$ cat src/rtl/dac_if_pkg.sv
// Shared DAC-side helpers: midscale constant and the per-channel code conversion
// from modulator sample codes to DAC pin data.
package dac_if_pkg;

  localparam int unsigned MaxW        = 32;
  localparam int unsigned DacWDefault = 10;
  localparam logic [DacWDefault-1:0] DAC_MID = {1'b1, {(DacWDefault - 1){1'b0}}};

  function automatic logic [MaxW-1:0] dac_mid(input int unsigned w);
    return MaxW'(1) << (w - 1);
  endfunction

  // Two's complement becomes offset binary by flipping the sign bit of a w-bit code.
  function automatic logic [MaxW-1:0] to_offset_bin(input logic [MaxW-1:0] code,
                                                    input int unsigned w,
                                                    input logic twos);
    logic [MaxW-1:0] r;
    r = code;
    if (twos) r[w-1] = ~r[w-1];
    return r;
  endfunction

  function automatic logic [MaxW-1:0] widen(input logic [MaxW-1:0] code,
                                            input int unsigned in_w,
                                            input int unsigned dac_w);
    return code << (dac_w - in_w);
  endfunction

endpackage

$ cat src/rtl/code_fifo2.sv
// Two-entry FIFO holding paired A/B sample codes between the handshake and the DAC tick.
module code_fifo2
  import dac_if_pkg::*;
#(
  parameter int unsigned Width = 16
) (
  input  logic             clk_i,
  input  logic             rst_ni,
  input  logic             push_i,
  input  logic             pop_i,
  input  logic [Width-1:0] wdata_i,
  output logic [Width-1:0] rdata_o,
  output logic [1:0]       count_o,
  output logic             empty_o,
  output logic             full_o
);

  logic [Width-1:0] entry0_q, entry0_d, entry1_q, entry1_d;
  logic             wr_ptr_q, wr_ptr_d, rd_ptr_q, rd_ptr_d;
  logic [1:0]       count_q, count_d;
  logic             do_push, do_pop;

  assign empty_o = (count_q == 2'd0);
  assign full_o  = (count_q == 2'd2);
  assign count_o = count_q;
  assign rdata_o = rd_ptr_q ? entry1_q : entry0_q;

  assign do_push = push_i && !full_o;
  assign do_pop  = pop_i && !empty_o;

  always_comb begin
    entry0_d = entry0_q;
    entry1_d = entry1_q;
    wr_ptr_d = wr_ptr_q;
    rd_ptr_d = rd_ptr_q;
    count_d  = count_q;
    if (do_push) begin
      if (wr_ptr_q) entry1_d = wdata_i;
      else          entry0_d = wdata_i;
      wr_ptr_d = ~wr_ptr_q;
    end
    if (do_pop) rd_ptr_d = ~rd_ptr_q;
    if (do_push && !do_pop)      count_d = count_q + 2'd1;
    else if (do_pop && !do_push) count_d = count_q - 2'd1;
  end

  always_ff @(posedge clk_i or negedge rst_ni) begin
    if (!rst_ni) begin
      entry0_q <= '0;
      entry1_q <= '0;
      wr_ptr_q <= 1'b0;
      rd_ptr_q <= 1'b0;
      count_q  <= 2'd0;
    end else begin
      entry0_q <= entry0_d;
      entry1_q <= entry1_d;
      wr_ptr_q <= wr_ptr_d;
      rd_ptr_q <= rd_ptr_d;
      count_q  <= count_d;
    end
  end

endmodule

$ cat src/rtl/dual_dac_writer.sv
// Dual-channel DAC writer: buffers A/B code pairs from the modulator and presents them
// to a parallel DAC at clk_DA/DIV together with a 50% duty DAC latch clock.
module dual_dac_writer
  import dac_if_pkg::*;
#(
  parameter int unsigned DIV       = 4,
  parameter int unsigned IN_W      = 8,
  parameter int unsigned DAC_W     = 10,
  parameter bit          TWOS_COMP = 1'b1
) (
  input  logic             clk_DA,
  input  logic             rst,
  input  logic [IN_W-1:0]  Acode_DA,
  input  logic [IN_W-1:0]  Bcode_DA,
  input  logic             code_valid,
  output logic             code_ready,
  output logic [DAC_W-1:0] Adata_out,
  output logic [DAC_W-1:0] Bdata_out,
  output logic             dac_clk,
  output logic             underrun,
  output logic [15:0]      underrun_cnt
);

  localparam int unsigned    CntW    = $clog2(DIV);
  localparam logic [CntW-1:0] CntLast = CntW'(DIV - 1);
  localparam logic [CntW-1:0] CntHalf = CntW'(DIV / 2);
  localparam logic [DAC_W-1:0] Mid    = DAC_W'(dac_mid(DAC_W));

  logic [CntW-1:0]   cnt_q, cnt_d;
  logic              tick;
  logic              dac_clk_q, dac_clk_d;
  logic              ready_q, ready_d;
  logic [DAC_W-1:0]  a_q, a_d, b_q, b_d;
  logic              underrun_q, underrun_d;
  logic [15:0]       underrun_cnt_q, underrun_cnt_d;

  logic              push, pop;
  logic [2*IN_W-1:0] fifo_rdata;
  logic [1:0]        fifo_count, fill_next;
  logic              fifo_empty, fifo_full;
  logic [IN_W-1:0]   a_code, b_code;
  logic [DAC_W-1:0]  a_conv, b_conv;

  assign tick  = (cnt_q == CntLast);
  assign cnt_d = tick ? '0 : cnt_q + CntW'(1);
  // Registering on cnt_d puts the rising edge DIV/2 cycles after the data update.
  assign dac_clk_d = (cnt_d >= CntHalf);

  assign push = code_valid && ready_q && !fifo_full;
  assign pop  = tick && !fifo_empty;

  code_fifo2 #(
    .Width (2 * IN_W)
  ) u_fifo (
    .clk_i   (clk_DA),
    .rst_ni  (rst),
    .push_i  (push),
    .pop_i   (pop),
    .wdata_i ({Acode_DA, Bcode_DA}),
    .rdata_o (fifo_rdata),
    .count_o (fifo_count),
    .empty_o (fifo_empty),
    .full_o  (fifo_full)
  );

  always_comb begin
    fill_next = fifo_count;
    if (push && !pop)      fill_next = fifo_count + 2'd1;
    else if (pop && !push) fill_next = fifo_count - 2'd1;
  end
  assign ready_d = (fill_next != 2'd2);

  assign {a_code, b_code} = fifo_rdata;
  assign a_conv = DAC_W'(widen(to_offset_bin(MaxW'(a_code), IN_W, TWOS_COMP), IN_W, DAC_W));
  assign b_conv = DAC_W'(widen(to_offset_bin(MaxW'(b_code), IN_W, TWOS_COMP), IN_W, DAC_W));

  always_comb begin
    a_d            = a_q;
    b_d            = b_q;
    underrun_d     = 1'b0;
    underrun_cnt_d = underrun_cnt_q;
    if (tick) begin
      if (!fifo_empty) begin
        a_d = a_conv;
        b_d = b_conv;
      end else begin
        underrun_d = 1'b1;
        if (underrun_cnt_q != 16'hFFFF) underrun_cnt_d = underrun_cnt_q + 16'd1;
      end
    end
  end

  always_ff @(posedge clk_DA or negedge rst) begin
    if (!rst) begin
      cnt_q          <= '0;
      dac_clk_q      <= 1'b0;
      ready_q        <= 1'b0;
      a_q            <= Mid;
      b_q            <= Mid;
      underrun_q     <= 1'b0;
      underrun_cnt_q <= 16'd0;
    end else begin
      cnt_q          <= cnt_d;
      dac_clk_q      <= dac_clk_d;
      ready_q        <= ready_d;
      a_q            <= a_d;
      b_q            <= b_d;
      underrun_q     <= underrun_d;
      underrun_cnt_q <= underrun_cnt_d;
    end
  end

  assign code_ready   = ready_q;
  assign Adata_out    = a_q;
  assign Bdata_out    = b_q;
  assign dac_clk      = dac_clk_q;
  assign underrun     = underrun_q;
  assign underrun_cnt = underrun_cnt_q;

endmodule

$ cat config.mk
export PLATFORM = sky130hd
export DESIGN_NAME = dual_dac_writer
export DESIGN_NICKNAME = d
export VERILOG_FILES = /design/src/rtl/dac_if_pkg.sv /design/src/rtl/code_fifo2.sv /design/src/rtl/dual_dac_writer.sv
export SDC_FILE = /design/constraint.sdc
export NUM_CORES = 1
export LEC_CHECK = 0
export CAP_MARGIN = 25
export CELL_PAD_IN_SITES_DETAIL_PLACEMENT = 0
export CELL_PAD_IN_SITES_GLOBAL_PLACEMENT = 1
export CORE_MARGIN = 2
export CORE_UTILIZATION = 29
export CTS_CLUSTER_DIAMETER = 100
export DETAILED_ROUTE_END_ITERATION = 8
export PLACE_DENSITY = 0.64
export SKIP_CTS_REPAIR_TIMING = 1
export SLEW_MARGIN = 20
export SYNTH_ARGS = -nofsm -noshare
export SYNTH_HDL_FRONTEND = slang
export SYNTH_SLANG_ARGS = --single-unit
$ cat constraint.sdc
create_clock -name clk_DA -period 5.1 [get_ports clk_DA]
set_clock_uncertainty 0.2 [all_clocks]
set_input_delay 0.51 -clock clk_DA [delete_from_list [all_inputs] [get_ports clk_DA]]
set_output_delay 0.51 -clock clk_DA [all_outputs]
set_load 0.005 [all_outputs]
## Word-level counts from Yosys, hierarchy flattened

Index checks and enable logic that the tools add are counted.

- Register bits: 73
- Bits of input ports: 19
- Output and inout bits: 39
- Logic and storage cells: 55

- $add $sub $neg: 4
- Magnitude comparators: 1
- Equality and inequality tests: 4
- Mux-type cells: 8
- Bitwise operators: 5
- Reduce and logical (&&, ||, !) cells: 21

Operators by type and width:

| kind | number |
|---|---|
| $add A16 B1 Y16 const B | 1 |
| $mux W16 | 1 |
| $ne A16 B16 Y1 const B | 1 |
| $mux W2 | 5 |
| $logic_and A1 B1 Y1 | 9 |
| $logic_not A1 Y1 | 6 |
| $reduce_and A2 Y1 | 3 |
| $not A1 Y1 | 5 |
| $add A2 B1 Y2 const B | 2 |
| $eq A2 B2 Y1 const B | 2 |
| $reduce_and A3 Y1 | 1 |
| $ge A2 B2 Y1 const B | 1 |
| $logic_not A2 Y1 | 1 |
| $mux W1 | 2 |
| $ne A2 B2 Y1 const B | 1 |
| $reduce_bool A2 Y1 | 1 |
| $sub A2 B1 Y2 const B | 1 |

## Logic depth before layout (Yosys ltp)

Gate-level depths: netlist of run 1.

- Depth in word-level cells: 8
- Gate-level depth with buffers: 10
- Gate-level depth less buffers: 8

## By module

From an unflattened synthesis of run 1, not the netlist that was laid out.

- Cell total of the unflattened synthesis: 268
- Area, all modules: 3211.8 um2

By module, submodules not included:

| module | times used | cells an instance | area an instance (um2) | seq. area each (um2) |
|---|---|---|---|---|
| dual_dac_writer | 1 | 165 | 1611.5 | 903.4 |
| code_fifo2 | 1 | 103 | 1600.3 | 900.9 |

## Worst setup path before layout of run 1

Ideal clock, no wire load.

- Path type: register to register
- Start: register u_fifo.count_q[0], in the netlist u_fifo.count_o[0]
- End: register ready_q, in the netlist code_ready
- Setup time: 0.129 ns
- Arrival: 2.014 ns
- Data required time: 4.771 ns
- Setup slack: 2.757 ns
- Cell stages (with the launch flop): 11
- Path buffers: 2
- Clock period less this slack: 2.343 ns
- Path through: dfrtp_1 -> inv_1 -> ha_1 -> nand2b_1 -> clkbuf_1 -> clkbuf_1 -> inv_1 -> ha_1 -> or3_1 -> a21oi_1 -> a31oi_1

- Elaborated cells between the ends (all ways): 15
- Those cells by class: add/sub (2); eq/ne (2); mux (2); reduce/logical (9)

RTL lines:

| item | line | source |
|---|---|---|
| start: declaration | code_fifo2.sv:20 | `logic [1:0] count_q, count_d;` |
| start signal: assignment | code_fifo2.sv:59 | `count_q <= count_d;` |
| $logic_not A2 Y1 * | code_fifo2.sv:23 | `assign empty_o = (count_q == 2'd0);` |
| $logic_not A1 Y1 * | dual_dac_writer.sv:50 | `assign pop = tick && !fifo_empty;` |
| $logic_and A1 B1 Y1 * | dual_dac_writer.sv:50 |  |
| named net pop | dual_dac_writer.sv:37 | `logic push, pop;` |
| $logic_and A1 B1 Y1 / $logic_not A1 Y1 (equally long branches) | dual_dac_writer.sv:69, dual_dac_writer.sv:68 |  |
| $mux W2 / $logic_and A1 B1 Y1 (equally long branches) | dual_dac_writer.sv:69, dual_dac_writer.sv:68 |  |
| $mux W2 * | dual_dac_writer.sv:68 | `if (push && !pop) fill_next = fifo_count + 2'd1;` |
| $ne A2 B2 Y1 * | dual_dac_writer.sv:71 | `assign ready_d = (fill_next != 2'd2);` |
| named net ready_d | dual_dac_writer.sv:32 | `logic ready_q, ready_d;` |
| end signal: assignment | dual_dac_writer.sv:105 | `ready_q <= ready_d;` |
| end: declaration | dual_dac_writer.sv:32 |  |

Mark *: on every way through the listed nets, which the timed path passes. The rest lies on a longest branch.
A chain may end at the register's enable or synchronous reset.

## Final worst setup path of run 1

- Start: register u_fifo.count_q[0], in the netlist u_fifo.count_o[0]
- End: register u_fifo.entry0_q[2]

- Word-level cells in the longest chain between the ends: 5

RTL lines:

| item | line | source |
|---|---|---|
| $eq A2 B2 Y1 * | code_fifo2.sv:24 | `assign full_o = (count_q == 2'd2);` |
| $logic_not A1 Y1 * | code_fifo2.sv:28, dual_dac_writer.sv:49 |  |
| $logic_and A1 B1 Y1 | dual_dac_writer.sv:49 | `assign push = code_valid && ready_q && !fifo_full;` |
| $logic_and A1 B1 Y1 * | code_fifo2.sv:28 | `assign do_push = push_i && !full_o;` |
| $reduce_and A2 Y1 (no source line) * | -- |  |
| end signal: assignment | code_fifo2.sv:55 | `entry0_q <= entry0_d;` |
| end: declaration | code_fifo2.sv:18 | `logic [Width-1:0] entry0_q, entry0_d, entry1_q, entry1_d;` |

Mark *: on every way between the ends. The rest lies on a longest branch, timed or not.

==> results.json, run 1 <==
{
  "worstHoldPathCells": 1,
  "rr_worst_depth": 6,
  "place_area_mm2": 0.00377,
  "mostFrequentLayoutCell": "dfrtp_1",
  "design.die.area_mm2": 0.0116,
  "worstSkewPairLatency_ps": 340,
  "r2r_end": "u_fifo.entry0_q[2]",
  "final_cell_mix": "dfrtp_1 (70), clkdlybuf4s50_1 (52), mux2_2 (36)",
  "finalWeightedCongestion": 0.800,
  "numClockSinks": 72,
  "worstPathRequired_ps": 5130,
  "worstSetupPathType": "reg -> reg",
  "powerDensity_mw_per_mm2": 522,
  "dr_total_vias": 2082,
  "synth-seq-cells": 72,
  "crit_path_top_delay_cell": "nor2_2",
  "synth_cell_types": 34,
  "io_pins": 58,
  "cp_slowest_stage_delay_ps": 670,
  "cts_made_buffers": 9,
  "crit_arrival_ps": 2410,
  "leakagePower_nw": 1.77,
  "cp_max_fo": 16,
  "rrSetupSlack_ps": 2710,
  "core_mm2": 0.0104,
  "finalSetupViolCount": 0,
  "hold_class": "reg -> reg",
  "max_cap_violations": 0,
  "syn_inst": 254,
  "path_delay_family": "simple AND/OR/NAND/NOR gates",
  "synth_top_area_frac": 0.560,
  "rsz0062_at_grt": "false",
  "remaining_drc_errors": 0,
  "tightest_slew_ps": 953,
  "synth_area_per_cell_um2": 12.3,
  "cp-start-kind": "register",
  "cts_root_buf": "clkbuf_8",
  "status": "finished, final reports clean",
  "r2r_start": "u_fifo.count_o[0]",
  "wire_per_inst_um": 14.0,
  "num_antenna_cells": 0,
  "grt_pass1_wl_um": 10700,
  "finalSetupTns_ps": 0,
  "syn_to_final_growth_pct": 28.7,
  "overflow": 0,
  "synth_warnings": 0,
  "synthFlopType": "dfrtp_1",
  "post-route-period-util": 0.468,
  "yosysSeqAreaShare": 0.577,
  "path_cells": "inv_1, ha_1, nor2_1, inv_1, nor2_2, mux2_2",
  "slew-limit-headroom": 0.364,
  "port_buffers": 53,
  "final-hold-violation-count": 0,
  "hpwlAfterDp_um": 4180,
  "dp_cells": 435,
  "hold_start": "cnt_q[0]",
  "grt_max_degree": 73,
  "cts.path.max_buffers": 2,
  "final_nets": 337,
  "antenna_left": 0,
  "hold_end": "cnt_q[0]",
  "fmax_mhz": 419,
  "async_flop_share": 1.00,
  "wirelength_um": 6350,
  "yosys-top-cells-area": "dfrtp_1 (56%), mux2_2 (13%), mux2i_1 (4.5%)",
  "clk_pin_slew_ps": 70,
  "antenna_found_initial": 0,
  "layout_min_cycle_time_ps": 2390,
  "crit_buf_inv": 2,
  "grt_use_total": 0.119,
  "synth_top_area_cell": "dfrtp_1",
  "htreeDepth": 3,
  "drive_gt1_frac": 0.196,
  "grt_pass1_vias": 2107,
  "endpoint_kind": "register",
  "synth-edff-count": 0,
  "syn_area_mm2": 0.00313,
  "die_w_um": 108,
  "ir_worst_vdd_v": 0.000241,
  "cts_tree": "done",
  "die_y_um": 108,
  "layout.cells.non_filler": 452,
  "crit_path_frequent_cell": "inv_1",
  "drt-vias-per-instance": 4.61,
  "first_pass_iters": 4,
  "final_max_slew_viol_count": 0,
  "start_util": 0.300,
  "rows": 37,
  "final_area_mm2": 0.00402,
  "drt_iter0_drc": 43
}
==> cell usage after synthesis (4+ instances only) <==
| master | n |
|---|---|
| ha_1 | 6 |
| nor2_1 | 8 |
| nand2_1 | 32 |
| a21oi_1 | 6 |
| nor3_1 | 5 |
| mux2i_1 | 14 |
| xor2_1 | 11 |
| o21ai_0 | 19 |
| dfrtp_1 | 70 |
| inv_1 | 5 |
| mux2_2 | 36 |
| nand4_1 | 5 |
| buf_4 | 5 |
| clkbuf_1 | 4 |
==> worst max path at each step <==
stage | startpoint | end | slack (ps) | cells past startpoint
after floorplan | u_fifo.count_o[0] | code_ready | 2760 | 10
after global placement | code_valid | u_fifo.entry0_q[14] | 2340 | 6
after detailed placement | code_valid | u_fifo.entry0_q[7] | 2360 | 6
after CTS | u_fifo.count_o[0] | u_fifo.entry0_q[2] | 2670 | 6
after global routing | u_fifo.count_o[0] | u_fifo.entry0_q[3] | 2500 | 6
final | u_fifo.count_o[0] | u_fifo.entry0_q[2] | 2710 | 6
==> power by group <==
| group | internal (mW) | leakage (nW) | total [mW] | switching, mW |
|---|---|---|---|---|
| logic | 0.414 | 0.785 | 0.643 | 0.229 |
| registers | 0.803 | 0.881 | 0.966 | 0.163 |
| clock network | 0.274 | 0.103 | 0.491 | 0.217 |
| total | 1.49 | 1.77 | 2.10 | 0.609 |
==> state kept, by name (all words and copies together) (netlist names) <==
register and flops:
cnt_q 2, underrun 1, underrun_cnt 16, code_ready 1
Adata_out 8, u_fifo.wr_ptr_q 1, u_fifo.entry0_q 16, u_fifo.entry1_q 16
Bdata_out 8, u_fifo.count_o 2, u_fifo.rd_ptr_q 1
==> metal layers <==
| metal | global-route usage | vias to the layer above | routed length, um |
|---|---|---|---|
| met5 | 0 | - | 0 |
| met4 | 0.0275 | 0 | 61 |
| met3 | 0.0454 | 8 | 368 |
| met2 | 0.188 | 64 | 2900 |
| met1 | 0.155 | 1016 | 3020 |
| li1 | - | 994 | - |
==> through the flow <==
stage	total power [mW]	setup slack, ps	hold WS, ps	util
after global routing	2.26	2500	243	0.386
after detailed placement	1.64	2360	222	0.362
after CTS	2.14	2670	130	0.382
after floorplan	1.35	2760	14.4	-
after global placement	1.62	2340	212	0.362
final	2.10	2710	225	0.386
==> cell families after synthesis <==
kind of cell | share of synthesized area
fa+ha+maj | 0.0240
buf+inv | 0.0276
mux | 0.175
flops | 0.577
simple gates | 0.102
xor+xnor | 0.0392
other cells | 0.00120
compound gates | 0.0540
==> area by class of cell <==
| type | instances | area, um^2 |
|---|---|---|
| multi-input cells | 168 | 1250 |
| well taps | 136 | 170 |
| repair buffers | 56 | 573 |
| flip-flops and latches | 72 | 1800 |
| clock buffers | 10 | 128 |
| inverters | 5 | 18.8 |
| clock inverters | 5 | 81.3 |
| fillers | 1041 | 6390 |
No activity file was read; power rests on OpenSTA's default activity.
==> inputs of run 2 (changes only) <==
==> constraint.sdc (replaced) <==
create_clock -name clk_DA -period 2.4 [get_ports clk_DA]
set_clock_uncertainty 0.2 [all_clocks]
set_input_delay 0.24 -clock clk_DA [delete_from_list [all_inputs] [get_ports clk_DA]]
set_output_delay 0.24 -clock clk_DA [all_outputs]
set_load 0.005 [all_outputs]
==> results.json, run 2 (same netlist as run 1, synthesis figures left out) <==
{
  "status": "finished, final reports clean",
  "met1_usage": 0.159,
  "hpwlAfterDp_um": 4510,
  "final_area_mm2": 0.00402,
  "cp-start-kind": "register",
  "rows": 37,
  "final_max_slew_viol_count": 0,
  "fmax_mhz": 481,
  "final_nets": 344,
  "rsz0062_at_grt": "false",
  "overflow": 0,
  "place_area_mm2": 0.00385,
  "clkPwrFrac": 0.191,
  "endpoint_kind": "register",
  "cts_root_buf": "clkbuf_8",
  "drt-vias-per-instance": 4.54,
  "grt_use_total": 0.121,
  "cts.path.max_buffers": 2,
  "dp_cells": 443,
  "power_frac_comb": 0.336,
  "start_util": 0.300,
  "cp_max_fo": 5,
  "final-hold-violation-count": 0,
  "grt_busiest_layer": "met2",
  "grt_use_met3": 0.0369,
  "layout_min_cycle_time_ps": 2080,
  "p_sw_frac": 0.299,
  "cts_tree": "done",
  "design.die.area_mm2": 0.0116,
  "final_cell_mix": "dfrtp_1 (70), clkdlybuf4s50_1 (52), mux2_2 (36)",
  "io_pins": 58,
  "port_buffers": 53,
  "dr_total_vias": 2086,
  "finalWeightedCongestion": 0.803,
  "netSwitchingPower_mw": 1.29,
  "rr_worst_depth": 8,
  "finalSetupTns_ps": 0,
  "fin_hold_ws_ps": 217,
  "seqPwrFrac": 0.472,
  "numClockSinks": 72,
  "remaining_drc_errors": 0,
  "tightest_slew_ps": 612,
  "drt_iter0_drc": 67,
  "layout.cells.non_filler": 459,
  "wire_per_inst_um": 13.9,
  "powerDensity_mw_per_mm2": 1070,
  "fin_util": 0.386,
  "syn_to_final_growth_pct": 28.7,
  "core_mm2": 0.0104,
  "antenna_left": 0,
  "max_cap_violations": 0,
  "crit_arrival_ps": 2100,
  "num_antenna_cells": 0,
  "grt_pass1_wl_um": 10900,
  "antenna_found_initial": 0,
  "worstSkewPairLatency_ps": 330,
  "worstPathRequired_ps": 2420,
  "die_y_um": 108,
  "post-route-period-util": 0.867,
  "grt_pass1_vias": 2227,
  "finalSetupViolCount": 0,
  "ir_worst_vdd_v": 0.000433,
  "die_w_um": 108,
  "grt_max_degree": 38,
  "slew-limit-headroom": 0.592,
  "clk_pin_slew_ps": 70,
  "leakagePower_nw": 1.78,
  "worstSetupPathType": "reg -> reg",
  "hold_class": "in -> async",
  "grtUsageMet2": 0.193,
  "mostFrequentLayoutCell": "dfrtp_1",
  "wirelength_um": 6400,
  "p_int_mw": 3.02,
  "first_pass_iters": 4,
  "drive_gt1_frac": 0.211,
  "htreeDepth": 3,
  "cts_made_buffers": 9
}
run 2: cell count changes in the layout (fill, tap and decap cells not counted):
cell        change
inv_6           -1
buf_16          -1
buf_4           +7
clkbuf_1        +1
clkinvlp_4      +1
bufinv_16       -2
clkbuf_8        +1
buf_12          +1
run 2: cell type report:
cell class / instances / area, um^2
inverter: 5 / 18.8
multi-input combinational: 168 / 1250
tap: 136 / 170
clock inverter: 3 / 20.0
fill: 1020 / 6390
clock buffer: 12 / 145
timing repair buffer: 63 / 618
sequential: 72 / 1800
run 2: stage by stage:
stage	total power [mW]	setup WS, ps
floorplan	2.86	57.0
global placement	3.49	296
detailed placement	3.54	247
CTS	4.39	312
global route	4.65	155
finish	4.31	320
run 2: power by group through the flow:
stage | clock network, mW | logic (mW) | registers [mW]
global placement | 0 | 1.44 | 2.05
finish | 0.824 | 1.45 | 2.04
detailed placement | 0 | 1.48 | 2.06
CTS | 0.865 | 1.48 | 2.04
global route | 0.911 | 1.62 | 2.11
floorplan | 0 | 0.898 | 1.96
run 2: worst max-delay path, cell delays in order, from the launching register on:
cell and delay, ps:
dfrtp_1 420, inv_1 80, ha_1 190, nor2_1 200, inv_1 130, ha_1 210
or3_1 340, a21oi_1 140, a31oi_1 50
run 2: final timing paths:
check                                   from              end  slack [ps]
max                        u_fifo.count_o[0]       code_ready         320
min                                      rst  underrun_cnt[1]         220
max reg2reg                u_fifo.count_o[0]       code_ready         320
min reg2reg                         cnt_q[0]         cnt_q[0]         230
max in group asynchronous                rst     Adata_out[9]        1190
min in group clk_DA                 cnt_q[0]         cnt_q[0]         230
run 2: layer usage:
metal / part of all wire / vias up
li1: - / 1008
met1: 0.47 / 1019
met2: 0.47 / 54
met3: 0.054 / 5
met4: 0.0056 / 0
met5: 0 / -
